==> config.mk <==
export PLATFORM = sky130hd
export DESIGN_NAME = down_counter_flat
export DESIGN_NICKNAME = d
export VERILOG_FILES = /design/src/rtl/down_counter_if.sv /design/src/rtl/down_counter.sv /design/src/flat_wrapper.sv
export SDC_FILE = /design/constraint.sdc
export NUM_CORES = 1
export LEC_CHECK = 0
export ABC_AREA = 1
export ABC_CLOCK_PERIOD_IN_PS = 2900
export CAP_MARGIN = 20
export CORE_MARGIN = 2
export CORE_UTILIZATION = 50
export DETAILED_ROUTE_END_ITERATION = 16
export PLACE_DENSITY_LB_ADDON = 0.05
export SYNTH_ARGS = -nofsm -noshare
export SYNTH_HDL_FRONTEND = slang
export SYNTH_SLANG_ARGS = --single-unit
==> constraint.sdc <==
create_clock -name clk -period 2.9 [get_ports clk]
set_input_delay 0.87 -clock clk [delete_from_list [all_inputs] [get_ports clk]]
set_output_delay 0.87 -clock clk [all_outputs]
set_load 0.03 [all_outputs]
==> src/rtl/down_counter_if.sv <==
// Load handshake and status bundle for down_counter.
// The counter uses the slave modport. The controller that loads it and reads its status uses the master modport.
interface down_counter_if #(
  parameter int WIDTH = 32
);
  logic             load_valid;
  logic             load_ready;
  logic [WIDTH-1:0] load_val;
  logic             auto_rl;
  logic [WIDTH-1:0] count;
  logic             tc;
  logic             busy;
  logic             done;

  modport master (
    output load_valid, load_val, auto_rl,
    input  load_ready, count, tc, busy, done
  );

  modport slave (
    input  load_valid, load_val, auto_rl,
    output load_ready, count, tc, busy, done
  );
endinterface

==> src/rtl/down_counter.sv <==
// Loadable down-counter/timer: one-cycle tc pulse at zero or at reload. count and tc are registered; load_ready drops while running.
// Optional prescaler on the decrement qualifier, enabled by DOWN_CNT_PRESCALE_EN (adds the pre_div port).
module down_counter #(
  parameter int WIDTH = 32
`ifdef DOWN_CNT_PRESCALE_EN
  , parameter int PRE_WIDTH = 8
`endif
) (
  input  logic                 clk,
  input  logic                 rst,
  input  logic                 clr,
  input  logic                 en,
`ifdef DOWN_CNT_PRESCALE_EN
  input  logic [PRE_WIDTH-1:0] pre_div,
`endif
  down_counter_if.slave        bus
);

  typedef enum logic [1:0] {IDLE, RUN, EXPIRE} state_t;

  state_t           state;
  logic [WIDTH-1:0] count_q;
  logic [WIDTH-1:0] reload_reg;
  logic             auto_reg;
  logic             tc_q;
  logic             ld;
  logic             tick;

  assign bus.load_ready = (state != RUN);
  assign bus.busy       = (state == RUN);
  assign bus.done       = (state == EXPIRE);
  assign bus.count      = count_q;
  assign bus.tc         = tc_q;

  assign ld = bus.load_valid & bus.load_ready;

`ifdef DOWN_CNT_PRESCALE_EN
  logic [PRE_WIDTH-1:0] pre_cnt;

  assign tick = en & (pre_cnt == pre_div);

  // Prescaler only runs while counting; any exit or restart realigns it.
  always_ff @(posedge clk) begin
    if (!rst) begin
      pre_cnt <= '0;
    end else if (clr || ld || state != RUN) begin
      pre_cnt <= '0;
    end else if (en) begin
      pre_cnt <= tick ? '0 : pre_cnt + 1'b1;
    end
  end
`else
  assign tick = en;
`endif

  always_ff @(posedge clk) begin
    if (!rst) begin
      state      <= IDLE;
      count_q    <= '0;
      reload_reg <= '0;
      auto_reg   <= 1'b0;
      tc_q       <= 1'b0;
    end else if (clr) begin
      state   <= IDLE;
      count_q <= '0;
      tc_q    <= 1'b0;
    end else if (ld) begin
      reload_reg <= bus.load_val;
      if (bus.load_val != '0) begin
        auto_reg <= bus.auto_rl;
        count_q  <= bus.load_val;
        state    <= RUN;
        tc_q     <= 1'b0;
      end else begin
        // A zero load expires immediately and can never auto-reload.
        auto_reg <= 1'b0;
        count_q  <= '0;
        state    <= EXPIRE;
        tc_q     <= 1'b1;
      end
    end else if (state == RUN && tick) begin
      if (count_q == {{(WIDTH-1){1'b0}}, 1'b1}) begin
        tc_q <= 1'b1;
        if (auto_reg) begin
          count_q <= reload_reg;
        end else begin
          count_q <= '0;
          state   <= EXPIRE;
        end
      end else begin
        count_q <= count_q - 1'b1;
        tc_q    <= 1'b0;
      end
    end else begin
      tc_q <= 1'b0;
    end
  end

endmodule

==> src/flat_wrapper.sv <==
// flat-port wrapper written by rule: the top's interface ports become plain ports
module down_counter_flat 
#(
  parameter int WIDTH = 32

)
  (clk, rst, clr, en, bus_load_valid, bus_load_val, bus_auto_rl, bus_load_ready, bus_count, bus_tc, bus_busy, bus_done);
  down_counter_if #(.WIDTH(WIDTH)) bus_i ();
  input  logic clk;
  input  logic rst;
  input  logic clr;
  input  logic en;
  input wire logic [$bits(bus_i.load_valid)-1:0] bus_load_valid;
  input wire logic [$bits(bus_i.load_val)-1:0] bus_load_val;
  input wire logic [$bits(bus_i.auto_rl)-1:0] bus_auto_rl;
  output wire logic [$bits(bus_i.load_ready)-1:0] bus_load_ready;
  output wire logic [$bits(bus_i.count)-1:0] bus_count;
  output wire logic [$bits(bus_i.tc)-1:0] bus_tc;
  output wire logic [$bits(bus_i.busy)-1:0] bus_busy;
  output wire logic [$bits(bus_i.done)-1:0] bus_done;
  assign bus_i.load_valid = bus_load_valid;
  assign bus_i.load_val = bus_load_val;
  assign bus_i.auto_rl = bus_auto_rl;
  assign bus_load_ready = bus_i.load_ready;
  assign bus_count = bus_i.count;
  assign bus_tc = bus_i.tc;
  assign bus_busy = bus_i.busy;
  assign bus_done = bus_i.done;
  down_counter #(.WIDTH(WIDTH)) u_core (.clk(clk), .rst(rst), .clr(clr), .en(en), .bus(bus_i));
endmodule
==> reports/qor.yml, run 1 <==
drt_iter0_drc: 414
drv_cap: 0
yosysSeqAreaShare_pct: 31.2
syn_avg_cell_area_um2: 6.01
final_cell_mix: "nand2_1 (205), nor2_1 (104), o21ai_0 (89)"
rsz0062_at_grt: "no"
netlist_top_cells_area: "dfxtp_1 (31%), nand2_1 (18%), o21ai_0 (10%)"
finalHoldViolCount: 0
grt_overflow: 0
nets: 830
critical_path_cell_count: 1
place_congestion: 0.956
yosysTopAreaCellShare_pct: 31.2
critical_path.startpoint_type: "register"
syn_inst: 725
cp_slowest_stage_delay_ns: 0.73
n_antenna_cell: 0
drv_slew: 0
placedCellCount: 887
cp-startpoint: "u_core.bus.count[29]$_SDFFE_PP0P_"
wl_met2_um: 6180
placementRows: 34
areaGrowthSynthToFinish_pct: 23.9
crit_fanout: 6
initial_core_util_pct: 50.7
h-tree-depth: 3
die_height_um: 97.4
cp-end-kind: "output port"
max_freq_ghz: 0.405
critical_path_class: "register to output port"
netlist_area_um2: 4360
r2r-end: "u_core.bus.count[26]$_SDFFE_PP0P_"
drt-met1-wl_um: 6500
finalCriticalPeriod_ns: 2.47
die-width_um: 97.4
crit_buf_inv: 1
post_drt_wl_per_cell_um: 15.6
layout.cells.non_filler: 902
grt_pass1_wl_um: 22700
cts.sinks: 68
tns_ns: 0
holdWs_ns: 0.502
syn_nets: 765
vias: 4926
postCtsSetupRepairBufs: 0
hp-class: "register to register"
clock_skew_ns: 0.0127
ant_nets: 0
cts_resized: 0
yosysTopAreaCell: "dfxtp_1"
setup_viol: 0
postCtsHoldBufs: 0
antenna_found_initial: 0
track_usage_pct: 29.5
period_share_pct: 85.1
core_area_um2: 8590
cp_cell_sequence: "clkdlybuf4s50_1"
reg2reg_depth: 10
clk_pin_slew_ns: 0.08
p_total_uw: 2750
cts_tree: "done"
slowest_stage: "clkdlybuf4s50_1"
r2r_start: "u_core.bus.count[1]$_SDFFE_PP0P_"
grt_pass1_vias: 4520
drc_errors: 0
vias_per_cell: 5.46
drt_first_pass_iters: 5
drive_gt1_share_pct: 8.44
wl_um: 14100
r2r_slack_ns: 0.69
dpl.hpwl_um: 10200
power.leakage_uw: 0.00258
fin_util_pct: 62.9
io_buffers: 73
cp.arrival_ns: 1.60
crit_required_ns: 2.03
clk_latency_ns: 0.36
status: "completed"
vdd_drop_max_v: 0.000277
route.met3.wl_um: 989
io_pins: 74
clock_tree.buffer_depth: 2
cts_root_buffer: "clkbuf_8"
final_common_cell: "nand2_1"
p_per_area_nw_per_um2: 510
synthDistinctLibCells: 36
crit_end: "bus_count[29]"
ys_warn_count: 0
grt_start_max_net_pins: 65
slew_headroom_pct: 58.8
ys_ff_latch: 68
topRoutingLayerUsed: "met4"
numCtsBuffers: 9
dieArea_um2: 9480
cp_top_family: "buffers and inverters"
tightest_slew_ns: 0.614
==> metrics by stage <==
stage	area (um^2)	worst slack (ns)
finish	5400	0.432
global route	5400	0.374
CTS	5400	0.439
detailed placement	5190	0.199
global placement	5190	0.262
floorplan	4360	1.04
==> worst min path at each step <==
stage                                            start                      endpoint  slack [ns]  depth (start not counted)
after floorplan           u_core.state[1]$_SDFFE_PP0P_  u_core.state[1]$_SDFFE_PP0P_        0.44                          2
after global placement    u_core.state[1]$_SDFFE_PP0P_  u_core.state[1]$_SDFFE_PP0P_        0.46                          2
after detailed placement  u_core.state[1]$_SDFFE_PP0P_  u_core.state[1]$_SDFFE_PP0P_        0.48                          2
after CTS                 u_core.state[1]$_SDFFE_PP0P_  u_core.state[1]$_SDFFE_PP0P_        0.50                          2
after global routing      u_core.state[1]$_SDFFE_PP0P_  u_core.state[1]$_SDFFE_PP0P_        0.52                          2
final                     u_core.state[1]$_SDFFE_PP0P_  u_core.state[1]$_SDFFE_PP0P_        0.50                          2
==> kinds of logic (layout without fill, tap and decap cells) <==
family,Yosys count,after routing,share of synthesized area (%)
AOI/OAI and AO/OA,149,149,18.5
DFF,68,68,31.2
and+or+nand+nor,386,386,38.1
adders and majority gates,2,2,0.574
buffers and inverters,113,182,10.2
xor gates and xnor gates,7,7,1.41
==> synth_stat cells <==
master	n
dfxtp_1	68
nand3_1	33
clkinv_2	1
nand4_1	10
o2bb2ai_1	1
nor2_2	6
clkbuf_1	24
a21oi_2	10
clkinv_1	1
o21bai_1	6
ha_1	2
o21ai_0	89
a31oi_1	1
nor4_1	4
nand2_2	11
nand3_4	1
nor2_1	106
nor3_1	1
nor3_2	1
or2_2	1
nor2_8	2
xor2_1	3
o21a_1	1
nor2_4	2
a21oi_1	39
o21ai_1	1
a21boi_1	1
inv_1	80
buf_8	1
buf_2	2
xnor2_1	4
buf_4	1
nand2_1	205
inv_2	3
nand2_4	2
nand3_2	1
==> routing by layer <==
layer  vias up  track usage, %
li1       2431               -
met1      2250            41.2
met2       216            45.6
met3        29            4.39
met4         0            11.9
met5         -               0
==> report_power, final <==
group	switching, uW	internal [uW]	total (uW)
clock	391	481	872
sequential	63.8	990	1050
combinational	531	297	828
==> layout make-up <==
cell class	count	area, um^2
Sequential cell	68	1360
Fill cell	843	3190
Timing Repair Buffer	82	811
Clock buffer	9	124
Clock inverter	6	90.1
Multi-Input combinational cell	544	2560
Inverter	85	320
Tap cell	108	135
==> tightest hold or removal path, stage by stage, from the launching register on <==
cell     delay [ns]
dfxtp_1        0.33
nor2_1         0.10
nor2_1         0.04
Power figures use the tool's default switching activity.
==> run 2, diff against run 1 <==
==> constraint.sdc (replaced) <==
create_clock -name clk -period 2.9 [get_ports clk]
set_input_delay 0.87 -clock clk [delete_from_list [all_inputs] [get_ports clk]]
set_output_delay 0.87 -clock clk [all_outputs]
set_load 0.01 [all_outputs]
==> results of run 2 <==
The final DEF is identical to that of run 1. Status: completed.
Among the figures that moved: setup slack after layout 0.432 ns -> 0.566 ns; total power 2750 uW -> 2720 uW
==> run 3, diff against run 2 <==
--- a/config.mk
+++ b/config.mk
@@ -6,10 +6,10 @@
 export NUM_CORES = 1
 export LEC_CHECK = 0
 export ABC_AREA = 1
-export ABC_CLOCK_PERIOD_IN_PS = 2900
+export ABC_CLOCK_PERIOD_IN_PS = 1950
 export CAP_MARGIN = 20
 export CORE_MARGIN = 2
-export CORE_UTILIZATION = 50
+export CORE_UTILIZATION = 49
 export DETAILED_ROUTE_END_ITERATION = 16
 export PLACE_DENSITY_LB_ADDON = 0.05
 export SYNTH_ARGS = -nofsm -noshare
==> constraint.sdc (replaced) <==
create_clock -name clk -period 1.95 [get_ports clk]
set_input_delay 0.585 -clock clk [delete_from_list [all_inputs] [get_ports clk]]
set_output_delay 0.585 -clock clk [all_outputs]
set_load 0.01 [all_outputs]
==> run 3 against run 2 <==
  * Global-route usage grew 1.5 points
  * Sequential share of layout area shrank 2.0 points
  * Utilization up 6.5 points
  * Clock skew about the same
  * Cell count increased by 6.9%
  * Combinational power grew 67%
  * Hold slack better by 0.0042 ns
  * Sequential power rose by 49%
  * Total power grew 56%
  * First-iteration DRC count is 25% lower
  * Critical path type unchanged
==> reports/qor.yml, run 3 (synthesis gave the netlist of run 1 again) <==
cts.sinks: 68
track_usage_pct: 30.9
initial_core_util_pct: 50.2
critical_path.startpoint_type: "register"
slowest_stage: "clkdlybuf4s50_1"
areaGrowthSynthToFinish_pct: 38.1
rsz0062_at_grt: "yes"
cp_slowest_stage_delay_ns: 0.56
r2r_start: "u_core.bus.count[1]$_SDFFE_PP0P_"
status: "completed"
tns_ns: 0
placedCellCount: 946
grt_pass1_vias: 4888
tightest_slew_ns: 0.430
io_buffers: 73
power.leakage_uw: 0.00302
hp-class: "register to register"
n_antenna_cell: 0
wl_um: 14700
cp_cell_sequence: "clkdlybuf4s50_1"
grt_start_max_net_pins: 61
grt_pass1_wl_um: 24100
numCtsBuffers: 9
nets: 891
cts_tree: "done"
dpl.hpwl_um: 10900
layout.cells.non_filler: 964
vias_per_cell: 5.41
critical_path_class: "register to output port"
io_pins: 74
antenna_found_initial: 0
max_freq_ghz: 0.518
finalHoldViolCount: 0
clock_skew_ns: 0.0128
placed_area_um2: 5670
fin_util_pct: 69.3
min-delay-start: "u_core.state[1]$_SDFFE_PP0P_"
final_common_cell: "nand2_1"
drive_gt1_share_pct: 18.8
cp_top_family: "buffers and inverters"
layout_setup_ws_ns: 0.0204
finalCriticalPeriod_ns: 1.93
die-width_um: 98.3
dieArea_um2: 9670
cp-end-kind: "output port"
core_area_um2: 8680
placementRows: 34
final_cell_mix: "nand2_1 (204), nor2_1 (102), o21ai_0 (89)"
place_congestion: 0.980
die_height_um: 98.3
clk_latency_ns: 0.36
vdd_drop_max_v: 0.000388
drv_slew: 0
grt_overflow: 0
place_ws_ns: -0.429
drt_first_pass_iters: 5
drc_errors: 0
setup_viol: 0
cp-startpoint: "u_core.bus.count[28]$_SDFFE_PP0P_"
clock_tree.buffer_depth: 2
clk_pin_slew_ns: 0.08
cp.arrival_ns: 1.34
vias: 5220
h-tree-depth: 3
crit_required_ns: 1.36
cts_root_buffer: "clkbuf_8"
crit_buf_inv: 1
p_per_area_nw_per_um2: 704
drv_cap: 0
post_drt_wl_per_cell_um: 15.3
crit_fanout: 7
period_share_pct: 99.0
postCtsHoldBufs: 0
drt_iter0_drc: 311
slew_headroom_pct: 71.1
ant_nets: 0
stdcell_area_um2: 6020
run 3: cell count changes in the layout (fill, tap and decap cells not counted), moves of 3 or more:
| cell | previous run | this run |
|---|---|---|
| dfxtp_4 | 0 | 3 |
| dfxtp_2 | 0 | 20 |
| dfxtp_1 | 68 | 45 |
| clkdlybuf4s50_1 | 73 | 58 |
| dlygate4sd2_1 | 0 | 13 |
| buf_4 | 8 | 64 |
| buf_12 | 1 | 6 |
run 3: where the power goes:
part           leakage (uW)  total (uW)  switching (uW)  internal [uW]
sequential         0.000569        1560            83.2           1480
clock              0.000116        1360             600            755
combinational       0.00233        1320             785            535
run 3: routing by layer:
layer | global-route usage, % | part of all wire [%]
met4 | 10.7 | 2.8
met1 | 42.8 | 43
met2 | 48.9 | 45
met5 | 0 | 0
met3 | 5.08 | 9.3
run 3: path summary, 6_finish.rpt:
check                                                    endpoint  slack, ns  depth (start not counted)
worst max-delay path                                bus_count[28]       0.02                          1
worst min-delay path                 u_core.state[1]$_SDFFE_PP0P_       0.51                          2
worst max register to register  u_core.bus.count[28]$_SDFFE_PP0P_       0.09                         11
worst min register to register       u_core.state[1]$_SDFFE_PP0P_       0.51                          2
run 3: per-stage QoR:
step / total power (uW) / hold slack [ns]
after global routing: 4460 / 0.546
after floorplan: 2340 / 0.439
after CTS: 4210 / 0.510
after global placement: 2840 / 0.451
after detailed placement: 2870 / 0.491
final: 4230 / 0.506
run 3: cell type report:
cell class	count	area, um^2
Sequential cell	68	1400
Inverter	85	320
Multi-Input combinational cell	544	2620
Fill cell	841	2660
Clock buffer	10	138
Timing Repair Buffer	143	1320
Clock inverter	6	87.6
Tap cell	108	135
run 3: what timing repair did:
item                                    in CTS  in global routing
endpoints found under the setup margin      35                 32
pin swaps                                    0                  1
buffers inserted                             0                  2
gates resized for setup                     38                 16
==> patch 1 (config.mk and constraints of run 1) <==
`WIDTH` is set to 32 in 3 places; all go to 64.
--- a/src/rtl/down_counter_if.sv
+++ b/src/rtl/down_counter_if.sv
@@ -1,7 +1,7 @@
 // Load handshake and status bundle for down_counter.
 // The counter uses the slave modport. The controller that loads it and reads its status uses the master modport.
 interface down_counter_if #(
-  parameter int WIDTH = 32
+  parameter int WIDTH = 64
 );
   logic             load_valid;
   logic             load_ready;
--- a/src/rtl/down_counter.sv
+++ b/src/rtl/down_counter.sv
@@ -1,7 +1,7 @@
 // Loadable down-counter/timer: one-cycle tc pulse at zero or at reload. count and tc are registered; load_ready drops while running.
 // Optional prescaler on the decrement qualifier, enabled by DOWN_CNT_PRESCALE_EN (adds the pre_div port).
 module down_counter #(
-  parameter int WIDTH = 32
+  parameter int WIDTH = 64
 `ifdef DOWN_CNT_PRESCALE_EN
   , parameter int PRE_WIDTH = 8
 `endif
--- a/src/flat_wrapper.sv
+++ b/src/flat_wrapper.sv
@@ -1,7 +1,7 @@
 // flat-port wrapper written by rule: the top's interface ports become plain ports
 module down_counter_flat 
 #(
-  parameter int WIDTH = 32
+  parameter int WIDTH = 64
 
 )
   (clk, rst, clr, en, bus_load_valid, bus_load_val, bus_auto_rl, bus_load_ready, bus_count, bus_tc, bus_busy, bus_done);
Ports: changed (resized bus_count and bus_load_val); port bits go from 74 to 138. No check against the original RTL was run, so the function may have changed too.
==> patch 1 against run 1 <==
Die area increased by 88%. Sequential cell count grew 64. Design area is 96% higher. Routed wire length is 100% higher. Area after synthesis increased by 93%. Critical path depth rose by 3. Total power increased by 110%. Worst setup slack got worse by 0.11 ns. Utilization rose by 1.3 points. Largest power group is now clock.
==> patch 1: results (changes against run 1) <==
worst min path class: reg -> reg (unchanged)
vias: 9375 (was 4926)
max_slew headroom: 0.569 (was 0.588)
highest routed layer: met4 (unchanged)
vias in the first global route: 8608 (was 4520)
post-CTS sizing: 0 (unchanged)
global-route wire length before repair: 45700 um (was 22700 um)
Post-DP HPWL: 20700 um (was 10200 um)
Seq/Total Area, Yosys: 0.315 (was 0.312)
Synth top cells by count: 374 x nand2_1, 198 x nor2_1, 181 x o21ai_0, 151 x inv_1, 132 x dfxtp_1 (was 205 x nand2_1, 106 x nor2_1, 89 x o21ai_0, 80 x inv_1, 68 x dfxtp_1)
critical path arrival: 1.71 ns (was 1.60 ns)
Yosys cell types: 34 (was 36)
PortBufs: 137 (was 73)
# nets final: 1603 (was 830)
htree depth: 4 (was 3)
dominant cells by area after synthesis: dfxtp_1 31%, nand2_1 17%, o21ai_0 11% (was dfxtp_1 31%, nand2_1 18%, o21ai_0 10%)
CTS Root Buffer Type: clkbuf_16 (was clkbuf_8)
peak supply drop: 456 uV (was 277 uV)
outcome: complete, no violations (unchanged)
Net Count, Synth: 1486 (was 765)
YS warnings: 0 (unchanged)
async set-or-reset flop fraction in the synthesized netlist: 0 (unchanged)
met2 wire length: 12000 um (was 6180 um)
Worst Clk Skew: 0.00999 ns (was 0.0127 ns)
gpl congestion: 0.985 (was 0.956)
worst skew pair latency: 0.43 ns (was 0.36 ns)
Met3 Routed Length: 2180 um (was 989 um)
DRC errors left: 0 (unchanged)
R2R depth: 12 (was 10)
largest net degree at the start of global routing: 49 (was 65)
postcts setup bufs: 0 (unchanged)
hold depth: 2 (unchanged)
Place WS: 0.362 ns (was 0.199 ns)
number of buffers created by CTS: 17 (was 9)
overall routing resource usage: 0.324 (was 0.295)
LEAKAGE: 4.99 nW (was 2.58 nW)
Worst Path Max Fanout: 3 (was 6)
predominant post-synthesis flop cell: dfxtp_1 (unchanged)
Ant. Diodes: 0 (unchanged)
wl on met1: 13300 um (was 6500 um)
Initial DRT Pass Iterations: 7 (was 5)
initial DRC count: 800 (was 414)
share of layout cells above drive strength 1: 0.0733 (was 0.0844)
Clock Tree Buf Depth: 2 (unchanged)
initial antenna violation count: 0 (unchanged)
Worst-path clk slew: 0.06 ns (was 0.08 ns)
WL/cell: 16.1 um (was 15.6 um)
patch 1: kinds of logic (layout without fill, tap and decap cells):
group	Yosys count	in the layout	synth area share
compound gates	311	311	0.190
xor+xnor	16	16	0.0167
buf+inv	220	348	0.108
fa+ha+maj	2	2	0.00298
flops	132	132	0.315
simple gates	733	733	0.368
patch 1: layout make-up:
type	count	area, um2
fill	1606	5920
multi-input combinational	1062	4880
sequential	132	2640
timing repair buffer	166	1670
inverter	152	571
clock buffer	20	457
tap	220	275
clock inverter	10	104
patch 1: report_power, final:
part	switching [mW]	internal, mW	leakage, nW
clock network	0.862	1.22	0.261
registers	0.109	1.92	1.08
logic	1.01	0.540	3.64
total	1.98	3.69	4.99
patch 1: through the flow:
step / power (mW) / instances / instance area, um2
after floorplan: 3.03 / 1414 / 8400
after global placement: 3.58 / 1732 / 10000
after detailed placement: 3.59 / 1732 / 10000
after CTS: 5.66 / 1762 / 10600
after global routing: 5.95 / 1762 / 10600
final: 5.67 / 1762 / 10600
patch 1: per-layer routing:
metal | up-vias | GRT usage
met3 | 60 | 0.0616
met1 | 4186 | 0.459
li1 | 4746 | -
met5 | - | 0
met4 | 0 | 0.127
met2 | 383 | 0.487
patch 1: path summary, 6_finish.rpt:
kind / start / endpoint / slack (ns)
worst max-delay path: u_core.state[1] / bus_busy / 0.32
worst min-delay path: u_core.state[0] / u_core.state[0] / 0.51
worst max register to register: u_core.bus.count[0] / u_core.bus.count[54] / 0.59
worst min register to register: u_core.state[0] / u_core.state[0] / 0.51
patch 1: worst max-delay path: stages (launching register included):
cell and delay, ns:
dfxtp_1 0.30, inv_1 0.08, nand2_1 0.13, inv_1 0.10, clkdlybuf4s50_1 0.67
==> patch 2 (config.mk and constraints of run 1) <==
Made on the original files. The 3 states of `state_t` get a one-hot encoding in 3 bits.
--- a/src/rtl/down_counter.sv
+++ b/src/rtl/down_counter.sv
@@ -16,7 +16,7 @@
   down_counter_if.slave        bus
 );
 
-  typedef enum logic [1:0] {IDLE, RUN, EXPIRE} state_t;
+  typedef enum logic [2:0] {IDLE = 3'b001, RUN = 3'b010, EXPIRE = 3'b100} state_t;
 
   state_t           state;
   logic [WIDTH-1:0] count_q;
Function: same outputs for any inputs over 10 cycles, from zero or initial values and one cycle with rst low; not proved beyond that.
==> patch 2 against run 1 <==
Design area rose by 0.60%. Synthesized cell count decreased by 0.69%. Sequential share of layout area up 0.22 points. Worst setup slack worse by 0.051 ns. Clock power grew 0.8%. Register-to-register slack better by 0.07 ns. Routed wire length down 3.0%. Sequential cell count is 1 higher. Area after synthesis is 0.60% higher. Total power shrank 3.5%. Final cell count fell by 0.44%. Count of clock-buffer cells in the layout unchanged. Largest cell class unchanged. Highest routed layer unchanged.
==> patch 2: results (changes against run 1) <==
outcome: complete, no violations (unchanged)
Yosys cell types: 33 (was 36)
vias in the first global route: 4480 (was 4520)
Worst Clk Skew: 0.0132 ns (was 0.0127 ns)
overall routing resource usage: 0.293 (was 0.295)
final hold slack: 0.450 ns (was 0.502 ns)
LEAKAGE: 2.52 nW (was 2.58 nW)
global-route wire length before repair: 22400 um (was 22700 um)
PortBufs: 73 (unchanged)
Seq/Total Area, Yosys: 0.315 (was 0.312)
Reg-to-Reg Start: u_core.bus.count[16] (was u_core.bus.count[1])
Place WS: 0.348 ns (was 0.199 ns)
vias: 4850 (was 4926)
Syn Inst Count: 720 (was 725)
async set-or-reset flop fraction in the synthesized netlist: 0 (unchanged)
Via density: 5.40 (was 5.46)
postcts setup bufs: 0 (unchanged)
post-CTS sizing: 0 (unchanged)
WHS Endpoint: u_core.reload_reg[0] (was u_core.state[1])
Slowest cell on crit path: clkdlybuf4s50_1 (unchanged)
Post-Place Cells: 883 (was 887)
gpl congestion: 0.955 (was 0.956)
min-delay src: u_core.reload_reg[0] (was u_core.state[1])
share of layout cells above drive strength 1: 0.0772 (was 0.0844)
Initial DRT Pass Iterations: 6 (was 5)
Ant. Diodes: 0 (unchanged)
dominant cells by area after synthesis: dfxtp_1 31%, nand2_1 17%, o21ai_0 9.0% (was dfxtp_1 31%, nand2_1 18%, o21ai_0 10%)
R2R depth: 11 (was 10)
most common cell in the netlist: nand2_1 (unchanged)
Post-DP HPWL: 9900 um (was 10200 um)
initial DRC count: 379 (was 414)
# nets final: 826 (was 830)
area post-placement: 5220 um2 (was 5190 um2)
peak supply drop: 319 uV (was 277 uV)
number of buffers created by CTS: 9 (unchanged)
WL/cell: 15.2 um (was 15.6 um)
reg2reg setup slack: 0.76 ns (was 0.69 ns)
Synth top cells by count: 203 x nand2_1, 92 x inv_1, 79 x o21ai_0, 69 x dfxtp_1, 62 x nor2_1 (was 205 x nand2_1, 106 x nor2_1, 89 x o21ai_0, 80 x inv_1, 68 x dfxtp_1)
FF-to-FF End: u_core.bus.count[3] (was u_core.bus.count[26])
worst min path class: reg -> reg (unchanged)
worst slew pin tran: 0.545 ns (was 0.614 ns)
Worst Path Max Fanout: 3 (was 6)
switching pwr: 0.912 mW (was 0.986 mW)
Net Count, Synth: 760 (was 765)
-- patch 2: cell count changes after synthesis, sizes merged, moves of 2 or more --
cell,before,now
buf,4,12
xnor2,4,6
nand2,218,208
a21oi,49,64
xor2,3,5
nor2,116,74
inv,83,98
clkbuf,24,17
nor3,2,6
nand3,35,45
-- patch 2: layout make-up --
class                   instances  area [um2]
clock buffers                   9         124
flip-flops and latches         69        1380
clock inverters                 6        88.8
well taps                     108         135
inverters                     100         375
repair buffers                 84         838
multi-input cells             522        2490
fillers                       839        3160
-- patch 2: cells by family after synthesis --
logic type	Yosys count	synth area share
AO/OA/AOI/OAI	163	0.200
AND/OR/NAND/NOR	346	0.340
flip-flops	69	0.315
buffers and inverters	129	0.118
adder cells (fa/ha/maj)	2	0.00571
XOR/XNOR	11	0.0220
-- patch 2: power by group through the flow --
stage          Sequential, mW  Clock [mW]  Combinational [mW]
6_report                 1.05       0.879               0.734
5_1_grt                  1.05       0.923               0.820
4_1_cts                  1.04       0.890               0.728
3_5_place_dp             1.07           0               0.724
3_3_place_gp             1.06           0               0.716
2_1_floorplan            1.09           0               0.455
-- patch 2: worst max-delay path by stage --
stage,start,to,slack (ns),cells past startpoint
finish,u_core.state[2],bus_done,0.38,3
global route,u_core.state[2],bus_busy,0.28,4
CTS,u_core.state[2],bus_done,0.35,3
detailed placement,bus_load_val[10],u_core.state[1],0.35,5
global placement,bus_load_val[10],u_core.state[1],0.40,5
floorplan,u_core.state[2],u_core.bus.count[29],0.98,9
-- patch 2: routing by layer --
| metal | vias to the layer above | GRT usage | part of all wire | wire (um) |
|---|---|---|---|---|
| li1 | 2428 | - | - | - |
| met1 | 2222 | 0.430 | 0.47 | 6390 |
| met2 | 181 | 0.446 | 0.44 | 6070 |
| met3 | 19 | 0.0410 | 0.071 | 966 |
| met4 | 0 | 0.0929 | 0.019 | 262 |
| met5 | - | 0 | 0 | 0 |
-- patch 2: worst register-to-register path: stages (launching register included) --
cell and delay, ns:
dfxtp_1 0.38, nor2_1 0.17, nand2_1 0.13, inv_1 0.07, nand2_1 0.10, nor2_1 0.22
nand2_1 0.31, buf_12 0.26, o21ai_0 0.11, o21ai_0 0.13, nand2_1 0.07, a21oi_1 0.07
